==> src/rtl/vec_mem_pkg.sv <==
// rtl/vec_mem_pkg.sv - shared widths and state type for the memory write-back sequencer
package vec_mem_pkg;

  localparam int DEF_ADDR_W = 16;
  localparam int DEF_DATA_W = 16;
  localparam int DEF_LEN_W  = 16;

  typedef enum logic [1:0] {
    IDLE  = 2'd0,
    WRITE = 2'd1,
    DONE  = 2'd2
  } wb_state_t;

endpackage

==> src/rtl/wb_addr_gen.sv <==
// rtl/wb_addr_gen.sv - loadable write-address up-counter with modulo wrap
//
// Purpose: holds the current write address; loads a base, increments by one per
//   accepted word, wraps from all-ones to zero.
// Ports:
//   clk     in   clock, rising edge
//   reset   in   synchronous active-high reset (count -> 0)
//   i_load  in   load i_base (has priority over i_inc)
//   i_base  in   value to load
//   i_inc   in   increment by one
//   o_addr  out  current address
module wb_addr_gen
  import vec_mem_pkg::*;
#(
  parameter int ADDR_W = DEF_ADDR_W
) (
  input  logic              clk,
  input  logic              reset,
  input  logic              i_load,
  input  logic [ADDR_W-1:0] i_base,
  input  logic              i_inc,
  output logic [ADDR_W-1:0] o_addr
);

  logic [ADDR_W-1:0] r_addr;

  always_ff @(posedge clk) begin
    if (reset) begin
      r_addr <= '0;
    end else if (i_load) begin
      r_addr <= i_base;
    end else if (i_inc) begin
      // Natural overflow of the ADDR_W-bit add gives the wrap to zero.
      r_addr <= r_addr + ADDR_W'(1);
    end
  end

  assign o_addr = r_addr;

endmodule

==> src/rtl/mem_writeback_seq.sv <==
// rtl/mem_writeback_seq.sv - sequential data-memory writer for the processed word stream
//
// Purpose: accepts words over a valid/ready handshake and writes each one to data
//   memory at consecutive addresses starting from a base latched on start; pulses
//   done for one cycle at the end of the transfer.
// Optional feature macro: WB_CHECKSUM_EN (XOR checksum of written words; when
//   undefined, checksum is tied to 0).
// Ports:
//   clk        in   clock, rising edge
//   reset      in   synchronous active-high reset
//   start      in   launch a transfer (only honoured in IDLE)
//   base_addr  in   first write address, latched on start
//   length     in   word count, latched on start (0 = no writes, straight to done)
//   in_valid   in   upstream word valid
//   in_data    in   upstream word
//   in_ready   out  a word is accepted this cycle if in_valid is high
//   mem_we     out  registered memory write enable
//   mem_addr   out  registered memory write address
//   mem_wdata  out  registered memory write data
//   busy       out  high while writing
//   done       out  one-cycle end-of-transfer pulse
//   checksum   out  XOR of words written in the current/last transfer
module mem_writeback_seq
  import vec_mem_pkg::*;
#(
  parameter int ADDR_W = DEF_ADDR_W,
  parameter int DATA_W = DEF_DATA_W,
  parameter int LEN_W  = DEF_LEN_W
) (
  input  logic              clk,
  input  logic              reset,
  input  logic              start,
  input  logic [ADDR_W-1:0] base_addr,
  input  logic [LEN_W-1:0]  length,
  input  logic              in_valid,
  input  logic [DATA_W-1:0] in_data,
  output logic              in_ready,
  output logic              mem_we,
  output logic [ADDR_W-1:0] mem_addr,
  output logic [DATA_W-1:0] mem_wdata,
  output logic              busy,
  output logic              done,
  output logic [DATA_W-1:0] checksum
);

  wb_state_t         r_state;
  wb_state_t         w_state_nxt;
  logic [LEN_W-1:0]  r_remaining;
  logic              r_mem_we;
  logic [ADDR_W-1:0] r_mem_addr;
  logic [DATA_W-1:0] r_mem_wdata;
  logic [ADDR_W-1:0] w_addr;
  logic              w_start_ok;
  logic              w_load;
  logic              w_xfer;
  logic              w_last;
  logic              w_in_ready;
  logic              w_busy;
  logic              w_done;

  // in_ready depends on state only, so w_xfer has no in_valid -> in_ready loop.
  assign w_start_ok = (r_state == IDLE) && start;
  assign w_load     = w_start_ok && (length != '0);
  assign w_xfer     = (r_state == WRITE) && in_valid;
  assign w_last     = w_xfer && (r_remaining == LEN_W'(1));

  wb_addr_gen #(
    .ADDR_W (ADDR_W)
  ) u_addr_gen (
    .clk    (clk),
    .reset  (reset),
    .i_load (w_load),
    .i_base (base_addr),
    .i_inc  (w_xfer),
    .o_addr (w_addr)
  );

  always_comb begin
    w_state_nxt = r_state;
    w_in_ready  = 1'b0;
    w_busy      = 1'b0;
    w_done      = 1'b0;
    case (r_state)
      IDLE: begin
        if (start) begin
          w_state_nxt = (length != '0) ? WRITE : DONE;
        end
      end
      WRITE: begin
        w_in_ready = 1'b1;
        w_busy     = 1'b1;
        if (w_last) begin
          w_state_nxt = DONE;
        end
      end
      DONE: begin
        w_done      = 1'b1;
        w_state_nxt = IDLE;
      end
      default: begin
        w_state_nxt = IDLE;
      end
    endcase
  end

  always_ff @(posedge clk) begin
    if (reset) begin
      r_state     <= IDLE;
      r_remaining <= '0;
      r_mem_we    <= 1'b0;
      r_mem_addr  <= '0;
      r_mem_wdata <= '0;
    end else begin
      r_state  <= w_state_nxt;
      r_mem_we <= w_xfer;
      if (w_load) begin
        r_remaining <= length;
      end else if (w_xfer) begin
        r_remaining <= r_remaining - LEN_W'(1);
      end
      // Address/data only move on a transfer, so they hold while mem_we is low.
      if (w_xfer) begin
        r_mem_addr  <= w_addr;
        r_mem_wdata <= in_data;
      end
    end
  end

`ifdef WB_CHECKSUM_EN
  logic [DATA_W-1:0] r_checksum;

  always_ff @(posedge clk) begin
    if (reset) begin
      r_checksum <= '0;
    end else if (w_start_ok) begin
      r_checksum <= '0;
    end else if (w_xfer) begin
      r_checksum <= r_checksum ^ in_data;
    end
  end

  assign checksum = r_checksum;
`else
  assign checksum = '0;
`endif

  assign in_ready  = w_in_ready;
  assign busy      = w_busy;
  assign done      = w_done;
  assign mem_we    = r_mem_we;
  assign mem_addr  = r_mem_addr;
  assign mem_wdata = r_mem_wdata;

endmodule

==> config.mk <==
export PLATFORM = sky130hd
export DESIGN_NAME = mem_writeback_seq
export DESIGN_NICKNAME = d
export VERILOG_FILES = /design/src/rtl/vec_mem_pkg.sv /design/src/rtl/wb_addr_gen.sv /design/src/rtl/mem_writeback_seq.sv
export SDC_FILE = /design/constraint.sdc
export NUM_CORES = 1
export LEC_CHECK = 0
export ABC_CLOCK_PERIOD_IN_PS = 2500
export CORE_ASPECT_RATIO = 0.6
export CORE_MARGIN = 10
export CORE_UTILIZATION = 46
export DETAILED_ROUTE_END_ITERATION = 6
export PLACE_DENSITY = 0.76
export SLEW_MARGIN = 20
export SYNTH_ARGS = -nofsm -noshare
export SYNTH_HDL_FRONTEND = slang
export SYNTH_SLANG_ARGS = --single-unit
==> constraint.sdc <==
create_clock -name clk -period 2.5 [get_ports clk]
set_input_delay 0.25 -clock clk [delete_from_list [all_inputs] [get_ports clk]]
set_output_delay 0.25 -clock clk [all_outputs]
set_load 0.05 [all_outputs]
==> impl_metrics.ini, run 1 <==
[status]
status = finished, final reports clean

[pwr]
power_frac_seq_pct = 40.4
combPwrFrac_pct = 18.5
p_int_mw = 2.12
p_sw_share_pct = 28.3
power_density_mw_per_mm2 = 671
peakVddDrop_mv = 0.430
clock_power_share_pct = 41.0
power.leakage_nw = 1.52
switchingPower_mw = 0.838

[yosys]
ys_seq_area_share_pct = 41.8
synth_seq_cells = 67
ys_types = 49
synth_cells = 405
netlist_area_mm2 = 0.00321
synth-edff-count = 0
async_flop_share_pct = 0
syn_area_per_cell_um2 = 7.92
yosysWarningCount = 0
ys.flop_type = dfxtp_1

[layout]
n_antenna_cell = 0
num-nets-final = 541
fillers = 587
drive_gt1_share_pct = 7.74
syn2layout_area_growth_pct = 37.4

[clocking]
clock-root-buffer = clkbuf_16
post_cts_buffers = 0
htree_levels = 3
post_cts_resized = 0
cts_tree = built
clkTransAtPathRegs_ns = 0.05
clock-sinks = 67
cts_max_path_buffers = 2
insertion_delay_ns = 0.33
cts_made_buffers = 9
hold_buffers = 0

[timing]
max_freq_ghz = 0.442
slew_violations = 0
hold_viol_final = 0
clock_skew_ns = 0.00505
fin_crit_ns = 2.26
setup_ws_ns = 0.239
rsz0062_at_grt = false
max-slew-margin-rel_pct = 60.3
setup_violations = 0
setup_tns_ns = 0
finalCritPeriodShare_pct = 90.4
max_slew.worst_pin.slew_ns = 0.596

[global_route]
antenna_found_initial = 0
overflow = 0
groute.usage.overall_pct = 18.5
grt_pass1_vias = 3337
grt_first_pass_wirelength_mm = 16.4
grt_max_degree = 46

[routing]
drt_iter0_drc = 429
first_pass_iters = 6
drt-wirelength-per-cell_um = 17.8
drc = 0
avgViaCountPerCell = 5.81
wirelength_mm = 10.3
drtAntennaViolNets = 0
vias = 3361

[worst_setup_path]
ff2ff_path_depth = 4
cp_max_fo = 8
startpoint = r_remaining[7]
worstReg2RegStart = r_remaining[7]
critical_path.endpoint_type = flip-flop
reg2reg_to = r_remaining[15]
rrSetupSlack_ns = 0.24
crit_required_ns = 2.76
start_kind = flip-flop
critPathArrivalTime_ns = 2.52
criticalPathCategory = flip-flop to flip-flop

[floorplan]
initial_core_util_pct = 47.6
die-area_mm2 = 0.0108
die_w_um = 128
die_h_um = 84.7
coreArea_mm2 = 0.00673
rows = 23
num_io_pins = 104

[flow_run]
max_cap_violations = 0

[hold_path]
whs_endpoint = mem_addr[9]
hp-class = input pin to flip-flop
hp-start = reset
holdPathStages = 2

[placement]
io_buffers = 87
gp_congestion = 0.847
hpwl_mm = 7.50
place_ws_ns = 0.257
-- critical path: stages (launching register included) --
cell	delay, ns
dfxtp_1	0.38
or4_4	0.59
or4_1	0.55
or4_1	0.51
a31oi_1	0.16
-- cells in the final DEF (no fill, tap or decap), types with 2 or more instances in the layout --
master and n:
a211oi_1 6, a21oi_1 45, a2bb2oi_1 2, a31oi_1 19, a32oi_1 5, a41oi_1 2, and4_1 2, buf_4 12
clkbuf_1 2, clkbuf_16 9, clkbuf_8 4, clkdlybuf4s50_1 86, conb_1 16, dfxtp_1 67, ha_1 3, inv_1 7
nand2_1 84, nand3_1 19, nand3b_1 4, nand4_1 9, nand4b_1 2, nor2_1 13, nor2b_1 3, nor3_1 4
nor4_1 9, o211ai_1 10, o21ai_0 2, o2bb2a_1 2, o311ai_0 4, or3_1 7, or3_2 5, or4_1 4
xnor2_1 3
-- cell families after synthesis --
logic type | count (synthesis) | share of synthesized area, %
and+or+nand+nor | 175 | 27.1
AOI/OAI and AO/OA | 103 | 20.5
DFF | 67 | 41.8
buffers and inverters | 52 | 8.12
adders and majority gates | 3 | 1.17
xor gates and xnor gates | 3 | 0.820
other | 1 | 0.117
muxes | 1 | 0.351
-- per-layer routing --
layer,track usage (%),routed length (µm),vias to the layer above
li1,-,-,1607
met1,22.4,4390,1598
met2,28.2,4610,139
met3,9.17,1190,17
met4,5.70,123,0
met5,0,0,-
-- final cells by class --
class                   count  area [µm²]  area share [%]
inverters                   7        26.3           0.596
clock inverters             1        5.00           0.114
well taps                  87         109            2.47
clock buffers              15         288            6.53
flip-flops and latches     67        1340            30.4
repair buffers            100         976            22.1
multi-input cells         301        1660            37.7
-- power by group through the flow --
stage          sequential (mW)  clock (mW)  combinational [mW]
2_1_floorplan             1.25           0               0.306
3_3_place_gp              1.21           0               0.527
3_5_place_dp              1.21           0               0.538
4_1_cts                   1.19        1.23               0.541
5_1_grt                   1.20        1.28               0.584
6_report                  1.20        1.21               0.548
-- how the worst max path moves through the flow --
stage                                end  cells after the start
finish                   r_remaining[15]                      4
global route             r_remaining[14]                      4
CTS                      r_remaining[15]                      4
detailed placement        r_remaining[6]                      6
global placement    u_addr_gen.o_addr[8]                      6
floorplan                r_remaining[15]                      5
-- flip-flops by register name, summed over array words and instances (netlist names) --
register	count
mem_addr	16
mem_we	1
r_state	2
u_addr_gen.o_addr	16
r_remaining	16
mem_wdata	16
-- synth_stat cells (5+ instances only) --
master / n / area, µm²
or3_1: 7 / 43.8
a32oi_1: 5 / 43.8
a31oi_1: 19 / 119
a21oi_1: 45 / 225
nand3_1: 19 / 95.1
o211ai_1: 10 / 75.1
clkbuf_1: 24 / 90.1
nand2_1: 84 / 315
or3_2: 5 / 37.5
nor4_1: 9 / 56.3
buf_4: 17 / 128
nand4_1: 9 / 56.3
a211oi_1: 6 / 45.0
inv_1: 7 / 26.3
dfxtp_1: 67 / 1340
nor2_1: 13 / 48.8
-- per-stage QoR --
| step | area, µm² | util (%) | total power, mW | hold slack [ns] | cells |
|---|---|---|---|---|---|
| after floorplan | 3260 | - | 1.56 | 0.386 | 420 |
| after global placement | 4110 | 61.1 | 1.74 | 0.441 | 562 |
| after detailed placement | 4110 | 61.1 | 1.75 | 0.448 | 562 |
| after CTS | 4410 | 65.4 | 2.97 | 0.412 | 578 |
| after global routing | 4410 | 65.4 | 3.07 | 0.441 | 578 |
| final | 4410 | 65.4 | 2.96 | 0.435 | 578 |
(Power assumes the default switching activity.)
==> run 2: changes to the inputs <==
--- a/config.mk
+++ b/config.mk
@@ -5,12 +5,12 @@
 export SDC_FILE = /design/constraint.sdc
 export NUM_CORES = 1
 export LEC_CHECK = 0
-export ABC_CLOCK_PERIOD_IN_PS = 2500
 export CORE_ASPECT_RATIO = 0.6
 export CORE_MARGIN = 10
 export CORE_UTILIZATION = 46
 export DETAILED_ROUTE_END_ITERATION = 6
 export PLACE_DENSITY = 0.76
+export REMOVE_ABC_BUFFERS = 1
 export SLEW_MARGIN = 20
 export SYNTH_ARGS = -nofsm -noshare
 export SYNTH_HDL_FRONTEND = slang
==> run 2 against run 1 <==
  * Setup slack improved by 0.018 ns
  * Critical path type is now flip-flop to output port
  * Hold slack improved by 0.016 ns
  * Utilization fell by 0.22 points
  * Sequential share of layout area rose by 0.10 points
  * Die area did not move
  * Critical endpoint is now in_ready
  * Largest power group unchanged
  * Clock-buffer cell count fell by 6
  * Flip-flop and latch count did not move
  * Global-route usage fell by 1.0 points
  * Non-clock buffer count fell by 5
==> impl_metrics.ini, run 2 (synthesis gave the netlist of run 1 again) <==
[timing]
clock_skew_ns = 0.00576
slew_violations = 0
max-slew-margin-rel_pct = 48.6
max_slew.worst_pin.slew_ns = 0.771
setup_tns_ns = 0
hold_viol_final = 0
fin_crit_ns = 2.24
finalCritPeriodShare_pct = 89.7
rsz0062_at_grt = false
setup_ws_ns = 0.257
max_freq_ghz = 0.446
setup_violations = 0

[routing]
drc = 0
vias = 3280
first_pass_iters = 5
drt-wirelength-per-cell_um = 17.1
wirelength_mm = 9.79
drt_iter0_drc = 391
drtAntennaViolNets = 0
avgViaCountPerCell = 5.74

[pwr]
total_power_mw = 2.94
peakVddDrop_mv = 0.421
power_density_mw_per_mm2 = 670
power.leakage_nw = 1.49

[placement]
placed_cell_area_mm2 = 0.00411
hpwl_mm = 6.79
place_ws_ns = 0.253
gp_congestion = 0.839
io_buffers = 87

[clocking]
hold_buffers = 0
htree_levels = 3
clock-root-buffer = clkbuf_16
insertion_delay_ns = 0.33
cts_max_path_buffers = 2
post_cts_buffers = 0
cts_made_buffers = 9
clock-sinks = 67
clkTransAtPathRegs_ns = 0.06
post_cts_resized = 0
cts_tree = built

[worst_setup_path]
crit_required_ns = 2.25
criticalPathCategory = flip-flop to output port
cp_max_fo = 10
critPathArrivalTime_ns = 1.99
ff2ff_path_depth = 4
rrSetupSlack_ns = 0.27
start_kind = flip-flop
cp-endpoint = in_ready
worstReg2RegStart = r_remaining[7]
critical_path.endpoint_type = output port
startpoint = r_state[0]
reg2reg_to = r_remaining[15]

[global_route]
grt_first_pass_wirelength_mm = 15.9
use_met1_pct = 22.7
grt_pass1_vias = 3105
groute.usage.overall_pct = 17.5
antenna_found_initial = 0
grt_use_met3_pct = 6.78
use_met2_pct = 26.9
grt_max_degree = 48
busiest_layer = met2
overflow = 0

[layout]
n_antenna_cell = 0
fillers = 612
final_area_mm2 = 0.00439
mostFrequentLayoutCells = 86 x clkdlybuf4s50_1, 84 x nand2_1, 67 x dfxtp_1, 45 x a21oi_1
syn2layout_area_growth_pct = 36.9
layout_commonest_cell = clkdlybuf4s50_1
drive_gt1_share_pct = 7.23
num-nets-final = 536

[hold_path]
hp-class = flip-flop to flip-flop

[floorplan]
initial_core_util_pct = 47.6
rows = 23
coreArea_mm2 = 0.00673
die_w_um = 128
num_io_pins = 104
die_h_um = 84.7
die-area_mm2 = 0.0108

[status]
status = finished, final reports clean

[flow_run]
max_cap_violations = 0
==> run 2: final cells by class <==
| type | instances | area, µm² | area share (%) |
|---|---|---|---|
| clock buffer | 9 | 225 | 5.13 |
| clock inverter | 5 | 56.3 | 1.28 |
| inverter | 7 | 26.3 | 0.598 |
| multi-input combinational | 301 | 1670 | 38.0 |
| sequential | 67 | 1340 | 30.5 |
| tap | 87 | 109 | 2.48 |
| timing repair buffer | 95 | 963 | 21.9 |
==> run 2: worst min path at each step <==
stage | start | to | slack [ns] | depth (start not counted)
6_report | mem_addr[14] | mem_addr[14] | 0.45 | 2
5_1_grt | in_data[2] | mem_wdata[2] | 0.47 | 3
4_1_cts | mem_wdata[6] | mem_wdata[6] | 0.45 | 2
3_5_place_dp | mem_wdata[6] | mem_wdata[6] | 0.45 | 2
3_3_place_gp | mem_wdata[9] | mem_wdata[9] | 0.44 | 2
2_1_floorplan | reset | mem_addr[0] | 0.32 | 1
==> run 2: worst max-delay path, stage by stage (launching register included) <==
cell	delay [ns]
dfxtp_1	0.54
nor2b_1	0.28
clkdlybuf4s50_1	0.85
==> run 2: power breakdown <==
group | internal [mW] | total (mW) | switching, mW
logic | 0.213 | 0.538 | 0.326
registers | 1.13 | 1.19 | 0.0648
clock network | 0.758 | 1.21 | 0.451
==> run 2: layer usage <==
layer	vias up	share of wire, %
met1	1532	47
met5	-	0
li1	1592	-
met2	146	43
met3	10	9.6
met4	0	0.64
==> run 2: per-stage QoR <==
stage	hold slack (ns)	util, %	std cells
after floorplan	0.319	-	375
final	0.450	65.2	571
after CTS	0.454	65.2	571
after global placement	0.441	61.0	557
after global routing	0.465	65.2	571
after detailed placement	0.446	61.0	557
